===== config.mk =====
export PLATFORM = sky130hd
export DESIGN_NAME = ball_engine
export DESIGN_NICKNAME = d
export VERILOG_FILES = /design/src/rtl/pong_pkg.sv /design/src/rtl/tick_gen.sv /design/src/rtl/ball_engine.sv
export SDC_FILE = /design/constraint.sdc
export NUM_CORES = 1
export LEC_CHECK = 0
export CORE_MARGIN = 2
export CORE_UTILIZATION = 54
export DETAILED_ROUTE_END_ITERATION = 8
export PLACE_DENSITY = 0.78
export SLEW_MARGIN = 40
export SYNTH_ARGS = -nofsm -noshare
export SYNTH_HDL_FRONTEND = slang
export SYNTH_SLANG_ARGS = --single-unit

===== constraint.sdc =====
create_clock -name clock -period 3 [get_ports clock]
set_input_delay 0.6 -clock clock [delete_from_list [all_inputs] [get_ports clock]]
set_output_delay 0.6 -clock clock [all_outputs]
set_load 0.005 [all_outputs]

===== src/rtl/pong_pkg.sv =====
// rtl/pong_pkg.sv - Pong playfield geometry, game states and shared coordinate type.
package pong_pkg;

  localparam int FIELD_W       = 240;
  localparam int FIELD_H       = 320;
  localparam int PADDLE_LENGTH = 40;
  localparam int PADDLE_WIDTH  = 4;
  localparam int BALL_SIZE     = 4;

  localparam int X_MAX     = FIELD_W - BALL_SIZE;
  localparam int Y_MAX     = FIELD_H - BALL_SIZE;
  localparam int Y_LOWER   = FIELD_H - PADDLE_WIDTH - BALL_SIZE;
  localparam int X_CENTRE  = (FIELD_W - BALL_SIZE) / 2;
  localparam int Y_CENTRE  = (FIELD_H - BALL_SIZE) / 2;

  typedef logic signed [9:0] coord_t;

  typedef enum logic [2:0] {
    ST_IDLE     = 3'd0,
    ST_SERVE    = 3'd1,
    ST_PLAY     = 3'd2,
    ST_SCORED   = 3'd3,
    ST_GAMEOVER = 3'd4
  } state_t;

  // Paddle span is deliberately unclamped so paddles near a wall still cover the corner.
  function automatic logic paddle_overlap(input logic [8:0] bx, input logic [8:0] pos);
    coord_t b;
    coord_t left;
    coord_t right;
    b     = coord_t'({1'b0, bx});
    left  = coord_t'({1'b0, pos}) - coord_t'(PADDLE_LENGTH / 2 - 1);
    right = coord_t'({1'b0, pos}) + coord_t'(PADDLE_LENGTH / 2);
    return (b + coord_t'(BALL_SIZE - 1) >= left) && (b <= right);
  endfunction

endpackage


===== src/rtl/tick_gen.sv =====
// rtl/tick_gen.sv - Frame tick divider: one-cycle tick every TICK_DIV clocks.
module tick_gen #(
  parameter int TICK_DIV = 416667
) (
  input  logic clock,
  input  logic reset,
  output logic tick_o
);

  localparam int CW = (TICK_DIV > 1) ? $clog2(TICK_DIV) : 1;

  logic [CW-1:0] count_q;

  assign tick_o = (count_q == CW'(TICK_DIV - 1));

  always_ff @(posedge clock) begin
    if (reset || tick_o) begin
      count_q <= '0;
    end else begin
      count_q <= count_q + 1'b1;
    end
  end

endmodule


===== src/rtl/ball_engine.sv =====
// rtl/ball_engine.sv - Pong ball physics, paddle/wall bounces, scoring and game FSM.
module ball_engine
  import pong_pkg::*;
#(
  parameter int TICK_DIV    = 416667,
  parameter int SERVE_TICKS = 60,
  parameter int WIN_SCORE   = 9
) (
  input  logic       clock,
  input  logic       reset,
  input  logic [8:0] paddleU_pos,
  input  logic [8:0] paddleD_pos,
  input  logic       serve,
  output logic [8:0] ball_x,
  output logic [8:0] ball_y,
  output logic [3:0] scoreU,
  output logic [3:0] scoreD,
  output logic       point_scored,
  output logic       game_over
);

  localparam int SCW = $clog2(SERVE_TICKS + 1);

  logic tick;

  tick_gen #(.TICK_DIV(TICK_DIV)) u_tick_gen (
    .clock  (clock),
    .reset  (reset),
    .tick_o (tick)
  );

  state_t         state_q, state_d;
  logic [8:0]     x_q, x_d, y_q, y_d;
  logic           dx_pos_q, dx_pos_d;
  logic           dy_down_q, dy_down_d;
  logic           serve_dx_q, serve_dx_d;
  logic [1:0]     speed_q, speed_d;
  logic [1:0]     hits_q, hits_d;
  logic [SCW-1:0] serve_cnt_q, serve_cnt_d;
  logic [3:0]     score_up_q, score_up_d;
  logic [3:0]     score_lo_q, score_lo_d;
  logic           point_q, point_d;

  coord_t x_step, y_step, speed_c;
  logic   hit, begin_serve;

  always_comb begin
    speed_c = coord_t'({8'd0, speed_q});
    x_step  = dx_pos_q  ? coord_t'({1'b0, x_q}) + 10'sd1 : coord_t'({1'b0, x_q}) - 10'sd1;
    y_step  = dy_down_q ? coord_t'({1'b0, y_q}) + speed_c : coord_t'({1'b0, y_q}) - speed_c;
  end

  always_comb begin
    state_d     = state_q;
    x_d         = x_q;
    y_d         = y_q;
    dx_pos_d    = dx_pos_q;
    dy_down_d   = dy_down_q;
    serve_dx_d  = serve_dx_q;
    speed_d     = speed_q;
    hits_d      = hits_q;
    serve_cnt_d = serve_cnt_q;
    score_up_d  = score_up_q;
    score_lo_d  = score_lo_q;
    point_d     = 1'b0;
    hit         = 1'b0;
    begin_serve = 1'b0;

    case (state_q)
      ST_IDLE: begin
        if (serve) begin
          begin_serve = 1'b1;
        end
      end
      ST_SERVE: begin
        if (tick) begin
          if (serve_cnt_q == SCW'(SERVE_TICKS - 1)) begin
            state_d     = ST_PLAY;
            serve_cnt_d = '0;
          end else begin
            serve_cnt_d = serve_cnt_q + 1'b1;
          end
        end
      end
      ST_PLAY: begin
        if (tick) begin
          if (x_step <= 10'sd0) begin
            x_d      = 9'd0;
            dx_pos_d = 1'b1;
          end else if (x_step >= coord_t'(X_MAX)) begin
            x_d      = 9'(X_MAX);
            dx_pos_d = 1'b0;
          end else begin
            x_d = x_step[8:0];
          end
          y_d = y_step[8:0];
          // Overlap uses the pre-move x; a miss leaves dy pointing at the conceder for the next serve.
          if (!dy_down_q && (y_step <= coord_t'(PADDLE_WIDTH))) begin
            if (paddle_overlap(x_q, paddleU_pos)) begin
              y_d       = 9'(PADDLE_WIDTH);
              dy_down_d = 1'b1;
              hit       = 1'b1;
            end else begin
              y_d        = 9'd0;
              score_lo_d = score_lo_q + 4'd1;
              point_d    = 1'b1;
              state_d    = ST_SCORED;
            end
          end else if (dy_down_q && (y_step >= coord_t'(Y_LOWER))) begin
            if (paddle_overlap(x_q, paddleD_pos)) begin
              y_d       = 9'(Y_LOWER);
              dy_down_d = 1'b0;
              hit       = 1'b1;
            end else begin
              y_d        = 9'(Y_MAX);
              score_up_d = score_up_q + 4'd1;
              point_d    = 1'b1;
              state_d    = ST_SCORED;
            end
          end
        end
      end
      ST_SCORED: begin
        serve_dx_d = ~serve_dx_q;
        dx_pos_d   = ~serve_dx_q;
        if (score_up_q == 4'(WIN_SCORE) || score_lo_q == 4'(WIN_SCORE)) begin
          state_d = ST_GAMEOVER;
        end else begin
          begin_serve = 1'b1;
        end
      end
      ST_GAMEOVER: begin
        if (serve) begin
          score_up_d  = 4'd0;
          score_lo_d  = 4'd0;
          begin_serve = 1'b1;
        end
      end
      default: state_d = ST_IDLE;
    endcase

    if (begin_serve) begin
      state_d     = ST_SERVE;
      x_d         = 9'(X_CENTRE);
      y_d         = 9'(Y_CENTRE);
      speed_d     = 2'd1;
      hits_d      = 2'd0;
      serve_cnt_d = '0;
    end

    if (hit) begin
      hits_d = hits_q + 2'd1;
      if (hits_q == 2'd3 && speed_q != 2'd3) begin
        speed_d = speed_q + 2'd1;
      end
    end
  end

  always_ff @(posedge clock) begin
    if (reset) begin
      state_q     <= ST_IDLE;
      x_q         <= 9'(X_CENTRE);
      y_q         <= 9'(Y_CENTRE);
      dx_pos_q    <= 1'b1;
      dy_down_q   <= 1'b1;
      serve_dx_q  <= 1'b1;
      speed_q     <= 2'd1;
      hits_q      <= 2'd0;
      serve_cnt_q <= '0;
      score_up_q  <= 4'd0;
      score_lo_q  <= 4'd0;
      point_q     <= 1'b0;
    end else begin
      state_q     <= state_d;
      x_q         <= x_d;
      y_q         <= y_d;
      dx_pos_q    <= dx_pos_d;
      dy_down_q   <= dy_down_d;
      serve_dx_q  <= serve_dx_d;
      speed_q     <= speed_d;
      hits_q      <= hits_d;
      serve_cnt_q <= serve_cnt_d;
      score_up_q  <= score_up_d;
      score_lo_q  <= score_lo_d;
      point_q     <= point_d;
    end
  end

  assign ball_x       = x_q;
  assign ball_y       = y_q;
  assign scoreU       = score_up_q;
  assign scoreD       = score_lo_q;
  assign point_scored = point_q;
  assign game_over    = (state_q == ST_GAMEOVER);

endmodule


==> out/results.tsv <==
stage	metric	value	unit
outcome	outcome	finished, violations left	
outcome	violations in the final reports	setup timing	
layout	net count reported at finish	927	
die	width of the die	104.8	um
worst_setup_path	beginning of the critical path	dy_down_q$_SDFFE_PP1P_	
placement	worst slack, placed	-0.8432	ns
synthesis	Synth top area share	0.2263	
synthesis	syn nets	764	
synthesis	top-count cell post-synth	ha_1	
worst_hold_path	Min-Delay Endpoint	ball_y[6]$_SDFFE_PP0P_	
die	core area	9819	um^2
worst_setup_path	type of origin of the critical path	flop	
synthesis	asr flop ratio synth	0	
synthesis	synth cell count leaders	75 x ha_1, 62 x dfxtp_1, 61 x nor2_1	
sta	final hold vios	0	
layout	layout cell share with drive strength beyond 1	0.3141	
synthesis	syn_area_per_cell	8.236	um^2
sta	final worst slack	-0.4005	ns
clocking	clk slew on worst S/H paths	0.08	ns
clocking	hold_buf cts	0	
worst_setup_path	critical path data required time	3.30	ns
layout	final core utilization	0.7929	
synthesis	XOR/XNOR Fraction of Synth Area	0.09900	
synthesis	Synth Area in Simple Gates	0.2256	
power_and_ir_drop	pwr dens	251.0	nW/um^2
clocking	clk sinks	62	
sta	slew margin rel.	0.5565	
global_route	grt ovf	0	
sta	final setup fails	23	
sta	Slew Limit Fails	0	
placement	Placer Congestion	0.9097	
routing	DRC	0	
sta	unrepaired setup endpoints after global routing	yes	
synthesis	largest family of logic cells by synthesized area	simple AND/OR/NAND/NOR gates	
routing	Via-to-Cell Ratio	6.239	
routing	first-pass iteration count of the detailed router	5	
die	die height	104.8	um
synthesis	Synth Instances	666	
routing	met2 WL	9343	um
worst_hold_path	hold depth	2	
routing	Routed wire per std cell	19.09	um
placement	DP Wirelength	11790	um
synthesis	largest cells by area after synthesis	dfxtp_1 23%, ha_1 17%, xnor2_1 4.9%	
job	Max-cap violations	0	
routing	wl on met1	7117	um
synthesis	largest area contributor in the netlist	dfxtp_1	
global_route	vias in the first global route	5838	
synthesis	Yosys reg bits	62	
global_route	GRT Total Usage	0.2993	
die	Die Area	10980	um^2
worst_hold_path	min-delay src	ball_y[6]$_SDFFE_PP0P_	
power_and_ir_drop	VDD IR-drop max	0.0003322	V
synthesis	mux cell area share after synthesis	0.01163	
clocking	CTS buffer count	9	
layout	fill cell count	655	
synthesis	Yosys cell types	77	
placement	Port Buffers	48	
die	io pins	49	
global_route	largest net degree at the start of global routing	20	
synthesis	post-synthesis instance area	5485	um^2
worst_hold_path	Hold Crit Class	reg -> reg	
worst_setup_path	critical path class	reg -> reg	
global_route	first-pass GRT wire length	27350	um
worst_setup_path	Reg-to-Reg End	scoreD[2]$_SDFFE_PP0P_	
synthesis	EDFF count, synth	0	
routing	ANT nets after route	0	
clocking	CTS tree	yes	
layout	ANT cells	0	
layout	area grow syn2layout	41.95	%
power_and_ir_drop	Lkg Pwr	3.265	nW
synthesis	sequential area share after synthesis	0.2263	
clocking	H-tree Lvls	3	
clocking	CTS root buf	clkbuf_8	
worst_setup_path	reg-to-reg critical path startpoint	dy_down_q$_SDFFE_PP1P_	
sta	Slew @ Worst Pin	0.6652	ns
synthesis	Synth Area in Compound Gates	0.2119	
clocking	clock buffer depth	2	
die	FP Rows	36	
clocking	Clk Latency, worst-skew pair	0.36	ns
sta	Clock Skews	0.008903	ns
routing	DR top layer	met4	
sta	crit path time final	3.401	ns
routing	wire length on met3	1177	um
die	Initial Util	0.5586	
worst_setup_path	r2r worst-path depth	12	
sta	fmax	294.1	MHz
routing	initial drt markers	604	
routing	final wirelength	18460	um
layout	Sequential cell area	1247	um^2
synthesis	Post-synth top flop	dfxtp_1	
global_route	initial antenna violation count	0	
layout	area of the multi-input gates	4538	um^2
routing	via count	6033	
worst_setup_path	crit-path max FO	7	
synthesis	Synth Area in Adders	0.1784	
worst_setup_path	R2R Setup Slk	-0.40	ns
worst_setup_path	CP Capture Type	flop	
synthesis	yosys warns	0	
sta	Final Cycle Share	1.134	
worst_setup_path	Worst Path Arrival	3.70	ns
worst max-delay path by stage:
stage | to
after detailed placement | scoreD[3]$_SDFFE_PP0P_
after CTS | scoreD[3]$_SDFFE_PP0P_
after global routing | hits_q[1]$_SDFFE_PP0P_
final | scoreD[2]$_SDFFE_PP0P_
after global placement | scoreU[3]$_SDFFE_PP0P_
after floorplan | scoreD[3]$_SDFFE_PP0P_
metrics by stage:
step                instance area, um^2  hold slack, ns  setup TNS [ns]  total power [mW]  cells
floorplan                          5652          0.4526        -0.03286             1.035    666
global placement                   6924          0.4620          -11.16             1.149    923
detailed placement                 6924          0.4735          -12.97             1.164    923
CTS                                7423          0.4804          -3.930             1.927    952
global route                       7786          0.5038          -7.931             2.024    967
finish                             7786          0.4773          -6.070             1.955    967
worst max-delay path, cell delays in order (launching register included):
cell and delay, ns:
dfxtp_1 0.38, buf_4 0.17, nor2_4 0.24, ha_1 0.32, o21ai_1 0.44, o211ai_2 0.19, a211oi_2 0.31, o2111a_2 0.27
and4_4 0.27, o21bai_4 0.10, buf_12 0.15, or4_4 0.42, nand2_2 0.07
layout by cell type, fill, tap and decap left out, types with 5 or more instances in the layout:
cell and n:
and3_1 6, a21oi_2 6, dfxtp_1 57, nor2_1 56, buf_4 113, a21o_1 13
inv_2 7, dlymetal6s2s_1 5, o211ai_1 9, xor2_1 28, ha_1 66, nand3_1 19
or3_1 10, a21oi_1 38, ha_4 5, o21ai_0 23, nand2_2 8, buf_6 12
clkbuf_8 10, and2_1 5, nand2_1 40, clkdlybuf4s50_1 34, dfxtp_2 5, nand2b_1 9
nand4_1 12, o21ai_1 8, inv_1 31, clkbuf_2 5, nor2b_1 6, a211oi_1 7
xnor2_1 27
metal layers:
metal,up-vias,track usage
met3,91,0.05178
li1,2751,-
met5,-,0
met4,0,0.1152
met1,2874,0.3541
met2,317,0.5362
what timing repair did:
item,CTS,global route
gates resized for setup,54,75
endpoints found under the setup margin,23,31
pin swaps,34,41
setup buffers,13,16
registers in the layout, summed over array words and instances, names as in the netlist:
signal and count:
u_tick_gen.count_q 19, serve_cnt_q 6, speed_q 2, ball_y 9, serve_dx_q 1, hits_q 2, scoreD 4, point_scored 1
dx_pos_q 1, ball_x 9, scoreU 4, dy_down_q 1, state_q 3
power breakdown:
group | switching [mW] | internal [mW]
logic | 0.177 | 0.179
registers | 0.00846 | 0.827
clock network | 0.360 | 0.403
total | 0.546 | 1.41
kinds of logic after synthesis:
logic type	Yosys count
simple gates	228
compound gates	169
fa+ha+maj	77
xor+xnor	62
buf+inv	62
flops	62
mux	6
area by class of cell:
class,count,share of cell area
Clock inverter,6,0.007874
Sequential cell,62,0.1602
Clock buffer,10,0.01768
Multi-Input combinational cell,542,0.5828
Tap cell,133,0.02137
Timing Repair Buffer,174,0.1885
Inverter,40,0.02153
Note: power is estimated with default switching activity, not from simulation.
